--- config.mk ---
export PLATFORM = sky130hd
export DESIGN_NAME = multicycle_controller_flat
export DESIGN_NICKNAME = d
export VERILOG_FILES = /design/src/rtl/multicycle_controller_if.sv /design/src/rtl/multicycle_controller.sv /design/src/flat_wrapper.sv
export SDC_FILE = /design/constraint.sdc
export NUM_CORES = 1
export LEC_CHECK = 0
export CAP_MARGIN = 20
export CORE_ASPECT_RATIO = 0.9
export CORE_MARGIN = 5
export CORE_UTILIZATION = 30
export DETAILED_ROUTE_END_ITERATION = 10
export PLACE_DENSITY = 0.68
export SYNTH_ARGS = -nofsm -noshare
export SYNTH_HDL_FRONTEND = slang
export SYNTH_SLANG_ARGS = --single-unit
--- constraint.sdc ---
create_clock -name clk -period 2 [get_ports clk]
set_input_delay 0.5 -clock clk [delete_from_list [all_inputs] [get_ports clk]]
set_output_delay 0.5 -clock clk [all_outputs]
set_load 0.1 [all_outputs]
--- src/rtl/multicycle_controller_if.sv ---
// Control/status bundle between the multi-cycle controller and the RV32I datapath.
// The datapath side (master) supplies decode fields and memory ready; the controller (slave) drives strobes.
interface multicycle_controller_if #(
  parameter int STATE_W = 4
);
  logic [6:0]         op;
  logic [2:0]         funct3;
  logic               funct7b5;
  logic               zero;
  logic               mem_ready;
  logic               pc_write;
  logic               adr_src;
  logic               mem_req;
  logic               mem_write;
  logic               ir_write;
  logic [1:0]         result_src;
  logic [1:0]         alu_src_a;
  logic [1:0]         alu_src_b;
  logic [1:0]         imm_src;
  logic [2:0]         alu_control;
  logic               reg_write;
  logic               instr_retired;
  logic               illegal;
  logic [STATE_W-1:0] dbg_state;

  modport master (
    output op, funct3, funct7b5, zero, mem_ready,
    input  pc_write, adr_src, mem_req, mem_write, ir_write, result_src,
           alu_src_a, alu_src_b, imm_src, alu_control, reg_write,
           instr_retired, illegal, dbg_state
  );

  modport slave (
    input  op, funct3, funct7b5, zero, mem_ready,
    output pc_write, adr_src, mem_req, mem_write, ir_write, result_src,
           alu_src_a, alu_src_b, imm_src, alu_control, reg_write,
           instr_retired, illegal, dbg_state
  );
endinterface

--- src/rtl/multicycle_controller.sv ---
// Multi-cycle RV32I-subset control FSM: sequences fetch, decode, execute, memory and writeback
// over a shared memory port with a ready handshake; unknown opcodes halt or fall through to FETCH.
module multicycle_controller #(
  parameter int STATE_W      = 4,
  parameter bit ILLEGAL_HALT = 1'b1
) (
  input  logic                   clk,
  input  logic                   rst,
  multicycle_controller_if.slave bus
);

  localparam logic [6:0] OP_LW  = 7'b0000011;
  localparam logic [6:0] OP_SW  = 7'b0100011;
  localparam logic [6:0] OP_R   = 7'b0110011;
  localparam logic [6:0] OP_I   = 7'b0010011;
  localparam logic [6:0] OP_JAL = 7'b1101111;
  localparam logic [6:0] OP_BEQ = 7'b1100011;

  localparam logic [2:0] ALU_ADD = 3'b000;
  localparam logic [2:0] ALU_SUB = 3'b001;
  localparam logic [2:0] ALU_AND = 3'b010;
  localparam logic [2:0] ALU_OR  = 3'b011;
  localparam logic [2:0] ALU_SLT = 3'b101;

  // Encoding is visible on dbg_state, so the values are pinned explicitly.
  typedef enum logic [3:0] {
    S_FETCH    = 4'd0,
    S_DECODE   = 4'd1,
    S_MEMADR   = 4'd2,
    S_MEMREAD  = 4'd3,
    S_MEMWB    = 4'd4,
    S_MEMWRITE = 4'd5,
    S_EXECR    = 4'd6,
    S_EXECI    = 4'd7,
    S_ALUWB    = 4'd8,
    S_JAL      = 4'd9,
    S_BEQ      = 4'd10,
    S_ILLEGAL  = 4'd11
  } state_t;

  state_t r_state;
  state_t w_next;
  logic   w_ready;

  // Ready is masked during reset so FETCH cannot load the IR or PC while rst is low.
  assign w_ready       = bus.mem_ready & rst;
  assign bus.dbg_state = STATE_W'(r_state);

  function automatic logic [2:0] funct_alu(input logic [2:0] f3, input logic sub_en);
    case (f3)
      3'b000:  funct_alu = sub_en ? ALU_SUB : ALU_ADD;
      3'b010:  funct_alu = ALU_SLT;
      3'b110:  funct_alu = ALU_OR;
      3'b111:  funct_alu = ALU_AND;
      default: funct_alu = ALU_ADD;
    endcase
  endfunction

  // NOTE: sequential state uses non-blocking assignments so every flop samples pre-edge values.
  always_ff @(posedge clk or negedge rst) begin
    if (!rst) r_state <= S_FETCH;
    else      r_state <= w_next;
  end

  always_comb begin
    // NOTE: every output and the next state get a default first, so no path can infer a latch.
    w_next            = r_state;
    bus.pc_write      = 1'b0;
    bus.adr_src       = 1'b0;
    bus.mem_req       = 1'b0;
    bus.mem_write     = 1'b0;
    bus.ir_write      = 1'b0;
    bus.result_src    = 2'b00;
    bus.alu_src_a     = 2'b00;
    bus.alu_src_b     = 2'b00;
    bus.imm_src       = 2'b00;
    bus.alu_control   = ALU_ADD;
    bus.reg_write     = 1'b0;
    bus.instr_retired = 1'b0;
    bus.illegal       = 1'b0;

    case (r_state)
      S_FETCH: begin
        bus.mem_req    = 1'b1;
        bus.alu_src_b  = 2'b10;
        bus.result_src = 2'b10;
        bus.ir_write   = w_ready;
        bus.pc_write   = w_ready;
        if (w_ready) w_next = S_DECODE;
      end
      S_DECODE: begin
        // Branch target is precomputed here while the opcode is decoded.
        bus.alu_src_a = 2'b01;
        bus.alu_src_b = 2'b01;
        bus.imm_src   = 2'b10;
        case (bus.op)
          OP_LW, OP_SW: w_next = S_MEMADR;
          OP_R:         w_next = S_EXECR;
          OP_I:         w_next = S_EXECI;
          OP_JAL:       w_next = S_JAL;
          OP_BEQ:       w_next = S_BEQ;
          default:      w_next = ILLEGAL_HALT ? S_ILLEGAL : S_FETCH;
        endcase
      end
      S_MEMADR: begin
        bus.alu_src_a = 2'b10;
        bus.alu_src_b = 2'b01;
        bus.imm_src   = (bus.op == OP_SW) ? 2'b01 : 2'b00;
        w_next        = (bus.op == OP_LW) ? S_MEMREAD : S_MEMWRITE;
      end
      S_MEMREAD: begin
        bus.mem_req = 1'b1;
        bus.adr_src = 1'b1;
        if (w_ready) w_next = S_MEMWB;
      end
      S_MEMWB: begin
        bus.result_src    = 2'b01;
        bus.reg_write     = 1'b1;
        bus.instr_retired = 1'b1;
        w_next            = S_FETCH;
      end
      S_MEMWRITE: begin
        bus.mem_req       = 1'b1;
        bus.adr_src       = 1'b1;
        bus.mem_write     = 1'b1;
        bus.instr_retired = w_ready;
        if (w_ready) w_next = S_FETCH;
      end
      S_EXECR: begin
        bus.alu_src_a   = 2'b10;
        bus.alu_control = funct_alu(bus.funct3, bus.funct7b5);
        w_next          = S_ALUWB;
      end
      S_EXECI: begin
        // addi has no subtract form, so funct7b5 is ignored for immediates.
        bus.alu_src_a   = 2'b10;
        bus.alu_src_b   = 2'b01;
        bus.alu_control = funct_alu(bus.funct3, 1'b0);
        w_next          = S_ALUWB;
      end
      S_ALUWB: begin
        bus.reg_write     = 1'b1;
        bus.instr_retired = 1'b1;
        w_next            = S_FETCH;
      end
      S_JAL: begin
        bus.alu_src_a = 2'b01;
        bus.alu_src_b = 2'b10;
        bus.pc_write  = 1'b1;
        w_next        = S_ALUWB;
      end
      S_BEQ: begin
        bus.alu_src_a     = 2'b10;
        bus.alu_control   = ALU_SUB;
        bus.pc_write      = bus.zero & (bus.funct3 == 3'b000);
        bus.instr_retired = 1'b1;
        w_next            = S_FETCH;
      end
      S_ILLEGAL: begin
        bus.illegal = 1'b1;
      end
      default: w_next = S_FETCH;
    endcase
  end

endmodule

--- src/flat_wrapper.sv ---
// flat-port wrapper written by rule: the top's interface ports become plain ports
module multicycle_controller_flat 
#(
  parameter int STATE_W      = 4,
  parameter bit ILLEGAL_HALT = 1'b1
)
  (clk, rst, bus_op, bus_funct3, bus_funct7b5, bus_zero, bus_mem_ready, bus_pc_write, bus_adr_src, bus_mem_req, bus_mem_write, bus_ir_write, bus_result_src, bus_alu_src_a, bus_alu_src_b, bus_imm_src, bus_alu_control, bus_reg_write, bus_instr_retired, bus_illegal, bus_dbg_state);
  multicycle_controller_if #(.STATE_W(STATE_W)) bus_i ();
  input  logic clk;
  input  logic rst;
  input wire logic [$bits(bus_i.op)-1:0] bus_op;
  input wire logic [$bits(bus_i.funct3)-1:0] bus_funct3;
  input wire logic [$bits(bus_i.funct7b5)-1:0] bus_funct7b5;
  input wire logic [$bits(bus_i.zero)-1:0] bus_zero;
  input wire logic [$bits(bus_i.mem_ready)-1:0] bus_mem_ready;
  output wire logic [$bits(bus_i.pc_write)-1:0] bus_pc_write;
  output wire logic [$bits(bus_i.adr_src)-1:0] bus_adr_src;
  output wire logic [$bits(bus_i.mem_req)-1:0] bus_mem_req;
  output wire logic [$bits(bus_i.mem_write)-1:0] bus_mem_write;
  output wire logic [$bits(bus_i.ir_write)-1:0] bus_ir_write;
  output wire logic [$bits(bus_i.result_src)-1:0] bus_result_src;
  output wire logic [$bits(bus_i.alu_src_a)-1:0] bus_alu_src_a;
  output wire logic [$bits(bus_i.alu_src_b)-1:0] bus_alu_src_b;
  output wire logic [$bits(bus_i.imm_src)-1:0] bus_imm_src;
  output wire logic [$bits(bus_i.alu_control)-1:0] bus_alu_control;
  output wire logic [$bits(bus_i.reg_write)-1:0] bus_reg_write;
  output wire logic [$bits(bus_i.instr_retired)-1:0] bus_instr_retired;
  output wire logic [$bits(bus_i.illegal)-1:0] bus_illegal;
  output wire logic [$bits(bus_i.dbg_state)-1:0] bus_dbg_state;
  assign bus_i.op = bus_op;
  assign bus_i.funct3 = bus_funct3;
  assign bus_i.funct7b5 = bus_funct7b5;
  assign bus_i.zero = bus_zero;
  assign bus_i.mem_ready = bus_mem_ready;
  assign bus_pc_write = bus_i.pc_write;
  assign bus_adr_src = bus_i.adr_src;
  assign bus_mem_req = bus_i.mem_req;
  assign bus_mem_write = bus_i.mem_write;
  assign bus_ir_write = bus_i.ir_write;
  assign bus_result_src = bus_i.result_src;
  assign bus_alu_src_a = bus_i.alu_src_a;
  assign bus_alu_src_b = bus_i.alu_src_b;
  assign bus_imm_src = bus_i.imm_src;
  assign bus_alu_control = bus_i.alu_control;
  assign bus_reg_write = bus_i.reg_write;
  assign bus_instr_retired = bus_i.instr_retired;
  assign bus_illegal = bus_i.illegal;
  assign bus_dbg_state = bus_i.dbg_state;
  multicycle_controller #(.STATE_W(STATE_W), .ILLEGAL_HALT(ILLEGAL_HALT)) u_core (.clk(clk), .rst(rst), .bus(bus_i));
endmodule
==> results of run 1 <==
## through the flow
step           utilization [%]  TNS [ns]
2_1_floorplan                -     -9.12
3_3_place_gp              86.9     -1.72
3_5_place_dp              86.9     -2.15
## logic make-up after synthesis
group | count (synthesis)
simple gates | 41
fa+ha+maj | 1
buf+inv | 14
xor+xnor | 2
compound gates | 24
flops | 4
==> impl_metrics.tcl, run 1 <==
set metrics [dict create \
    outcome "did not finish" \
    haltStage "clock tree synthesis" \
    error_line "[ERROR DPL-0033] detailed placement checks failed during check placement." \
    syn_area_um2 598 \
    synth-warning-count 0 \
    placement.io_buffers 37 \
    dp_hpwl_um 2370 \
    dp.cells 170 \
    die-width_um 57.1 \
    synthAdderAreaFrac_pct 1.67 \
    post_cts_resized 35 \
    synth_cell_types 42 \
    postPlaceCellArea_mm2 0.00166 \
    cts.sinks 4 \
    async_reset_ff_share_pct 100 \
    ios 38 \
    cts_buffers 3 \
    syn-num-nets 101 \
    yosys-top-cells-count "nor2_1, a21oi_1, inv_1, nand2_1, nor3_1" \
    synth_area_leaders "dfrtp_1, a21oi_1, nor2_1" \
    cts_root_buffer "clkbuf_4" \
    synth_top_family_by_area "simple AND/OR/NAND/NOR gates" \
    synth_edf_count 0 \
    htreeDepth 1 \
    cts_setup_buffers 11 \
    die_h_um 52.4 \
    synth.area.mux_share_pct 0 \
    yosys.area_share.simple_pct 39.1 \
    cts.path.max_buffers 2 \
    synth_ff_type "dfrtp_1" \
    synth_xor_area_share_pct 2.93 \
    synthCells 86 \
    synth-seq-cells 4 \
    postCtsHoldBufs 0 \
    synth.most_common_cell "nor2_1" \
    yosys.area.top_type "dfrtp_1" \
    num_rows 15 \
    avgSynthCellArea_um2 6.95 \
    yosys.area.top_type_share_pct 16.7 \
    gp_congestion 0.805 \
    seq_area_frac_synth_pct 16.7 \
    dp_slack_ns -0.380 \
    initial_utilization_pct 31.2 \
    synth_compound_area_share_pct 29.1 \
]
==> run 2: changes to the inputs <==
- CORE_AREA: default -> 5 5 66 68
- CORE_ASPECT_RATIO: 0.9 -> default
- CORE_MARGIN: 5 -> default
- CORE_UTILIZATION: 30 -> default
- DIE_AREA: default -> 0 0 71 73
- PLACE_DENSITY: 0.68 -> default
- PLACE_DENSITY_LB_ADDON: default -> 0.15
==> run 2 against run 1 <==
Against the previous run: synthesized cell count did not move; synthesized area did not move; the flow now finishes, with violations (setup timing).
==> impl_metrics.tcl, run 2 <==
set metrics [dict create \
    outcome "finished with violations" \
    violations "setup timing" \
    yosys.area.top_type "dfrtp_1" \
    async_reset_ff_share_pct 100 \
    drc_errors 0 \
    initial_utilization_pct 15.7 \
    use_met2_pct 21.7 \
    use_met3_pct 1.24 \
    antenna_found_initial 0 \
    fin_worst_hold_slack_ns 0.383 \
    die-width_um 71 \
    core_mm2 0.00380 \
    placement.io_buffers 37 \
    cts_buffers 3 \
    grt_usage_pct 10.9 \
    fin_crit_ns 2.23 \
    slew_viol_final 0 \
    antennaDiodeCount 0 \
    fin_setup_tns_ns -1.50 \
    finalSetupViolations 16 \
    largest_reg_flops 4 \
    area_delta_synth_final_pct 247 \
    dp_slack_ns -0.376 \
    gp_congestion 0.775 \
    grt_util_met1_pct 11.7 \
    syn_area_um2 598 \
    grt_pass1_wl_um 4640 \
    synth-seq-cells 4 \
    min_period_over_period_pct 112 \
    drt-pass1-iter-count 4 \
    route.antenna.remaining_nets 0 \
    nNetsFinal 187 \
    htreeDepth 1 \
    critPathMaxFanout 18 \
    rsz0062_at_grt "true" \
    fin_skew_ns 0.000974 \
    num_rows 23 \
    synth_ff_type "dfrtp_1" \
    cts_tree "yes" \
    grt_start_max_net_pins 19 \
    die_h_um 73 \
    criticalPathCategory "reg -> out" \
    yosys-top-cells-count "nor2_1, a21oi_1, inv_1, nand2_1, nor3_1" \
    avgSynthCellArea_um2 6.95 \
    final_common_cell "buf_4" \
    fmax_mhz 448 \
    drt_iter0_markers 15 \
    viasPerCell 4.63 \
    seq_area_frac_synth_pct 16.7 \
    worstPathArrival_ns 1.73 \
    required_ns 1.50 \
    busiest_layer "met2" \
    dp.cells 194 \
    hold_class "in -> async" \
    wire_per_inst_um 13.5 \
    synth_area_leaders "dfrtp_1, a21oi_1, nor2_1" \
    synth_edf_count 0 \
    vias 1019 \
    cts.clk_slew.worst_paths_ns 0.03 \
    synth.most_common_cell "nor2_1" \
    yosys.area.top_type_share_pct 16.7 \
    max_cap_violations 0 \
    synth-warning-count 0 \
    dieArea_mm2 0.00518 \
    overflow 0 \
    routed_wl_um 2980 \
    cts_root_buffer "clkbuf_8" \
    cts.sinks 4 \
    maxSlewHeadroom_pct 78.7 \
    layout_common_cells "buf_4, buf_12, buf_6, dlygate4sd2_1" \
    dp_hpwl_um 2140 \
    grt_pass1_vias 1043 \
    end_kind "primary output" \
    worst_slack_ns -0.235 \
    tightest_slew_ns 0.319 \
    syn-num-nets 101 \
    cp-start-kind "flip-flop" \
    cts.path.max_buffers 2 \
    drive_above_1_share_pct 72.9 \
    synth_cell_types 42 \
    instances_no_fill 220 \
    worstSkewPairLatency_ns 0.22 \
    synthCells 86 \
    ios 38 \
    hold_violations 0 \
]
-- run 2: worst max-delay path: stages, from the launching register on --
cell and delay [ns]:
dfrtp_4 0.47, buf_6 0.19, nor4b_2 0.33, a21oi_1 0.16, o22ai_4 0.17, buf_12 0.20
-- run 2: per-layer routing --
| metal | wire [um] | up-vias | part of all wire [%] |
|---|---|---|---|
| met1 | 1090 | 491 | 37 |
| li1 | - | 503 | - |
| met4 | 45 | 0 | 1.5 |
| met3 | 95 | 5 | 3.2 |
| met5 | 0 | - | 0 |
| met2 | 1750 | 20 | 59 |
-- run 2: per-stage QoR --
stage / utilization, % / area [um2]
finish: 54.6 / 2070
global route: 54.6 / 2070
CTS: 48.2 / 1830
detailed placement: 44.7 / 1700
global placement: 44.7 / 1700
floorplan: - / 892
-- run 2: final timing paths --
kind	slack, ns	start	cells past startpoint	to
worst max-delay path	-0.23	u_core.bus.dbg_state[0]$_DFFE_PN0P_	5	bus_pc_write
worst min-delay path	0.38	rst	2	u_core.bus.dbg_state[2]$_DFFE_PN0P_
worst max register to register	0.14	u_core.bus.dbg_state[3]$_DFFE_PN0P_	4	u_core.bus.dbg_state[1]$_DFFE_PN0P_
worst min register to register	0.77	u_core.bus.dbg_state[2]$_DFFE_PN0P_	2	u_core.bus.dbg_state[0]$_DFFE_PN0P_
max in group asynchronous	1.50	rst	2	u_core.bus.dbg_state[1]$_DFFE_PN0P_
min in group clk	0.62	bus_op[2]	4	u_core.bus.dbg_state[1]$_DFFE_PN0P_
-- run 2: kinds of logic (layout without fill, tap and decap cells) --
kind of cell             after synthesis  after routing  share of synthesized area [%]
flip-flops                             4              4                           16.7
AND/OR/NAND/NOR                       41             41                           39.1
AO/OA/AOI/OAI                         24             24                           29.1
buffers and inverters                 14             98                           10.5
XOR/XNOR                               2              2                           2.93
adder cells (fa/ha/maj)                1              1                           1.67
-- run 2: timing repair --
item / in CTS / in global routing
buffers inserted: 7 / 19
pin swaps: 14 / 18
gates cloned: 0 / 1
endpoints found under the setup margin: 18 / 18
hold buffers: 0 / 0
resized for setup: 35 / 24
-- run 2: layout make-up --
type                    instances  area (um2)
clock buffers                   3        41.3
fillers                       337        1730
inverters                       6        33.8
multi-input cells              68         753
flip-flops and latches          4         115
well taps                      50        62.6
repair buffers                 89        1070
Power of run 2 is not shown: default switching activity piles up to over one toggle a cycle in this logic, so the estimate is an artifact.
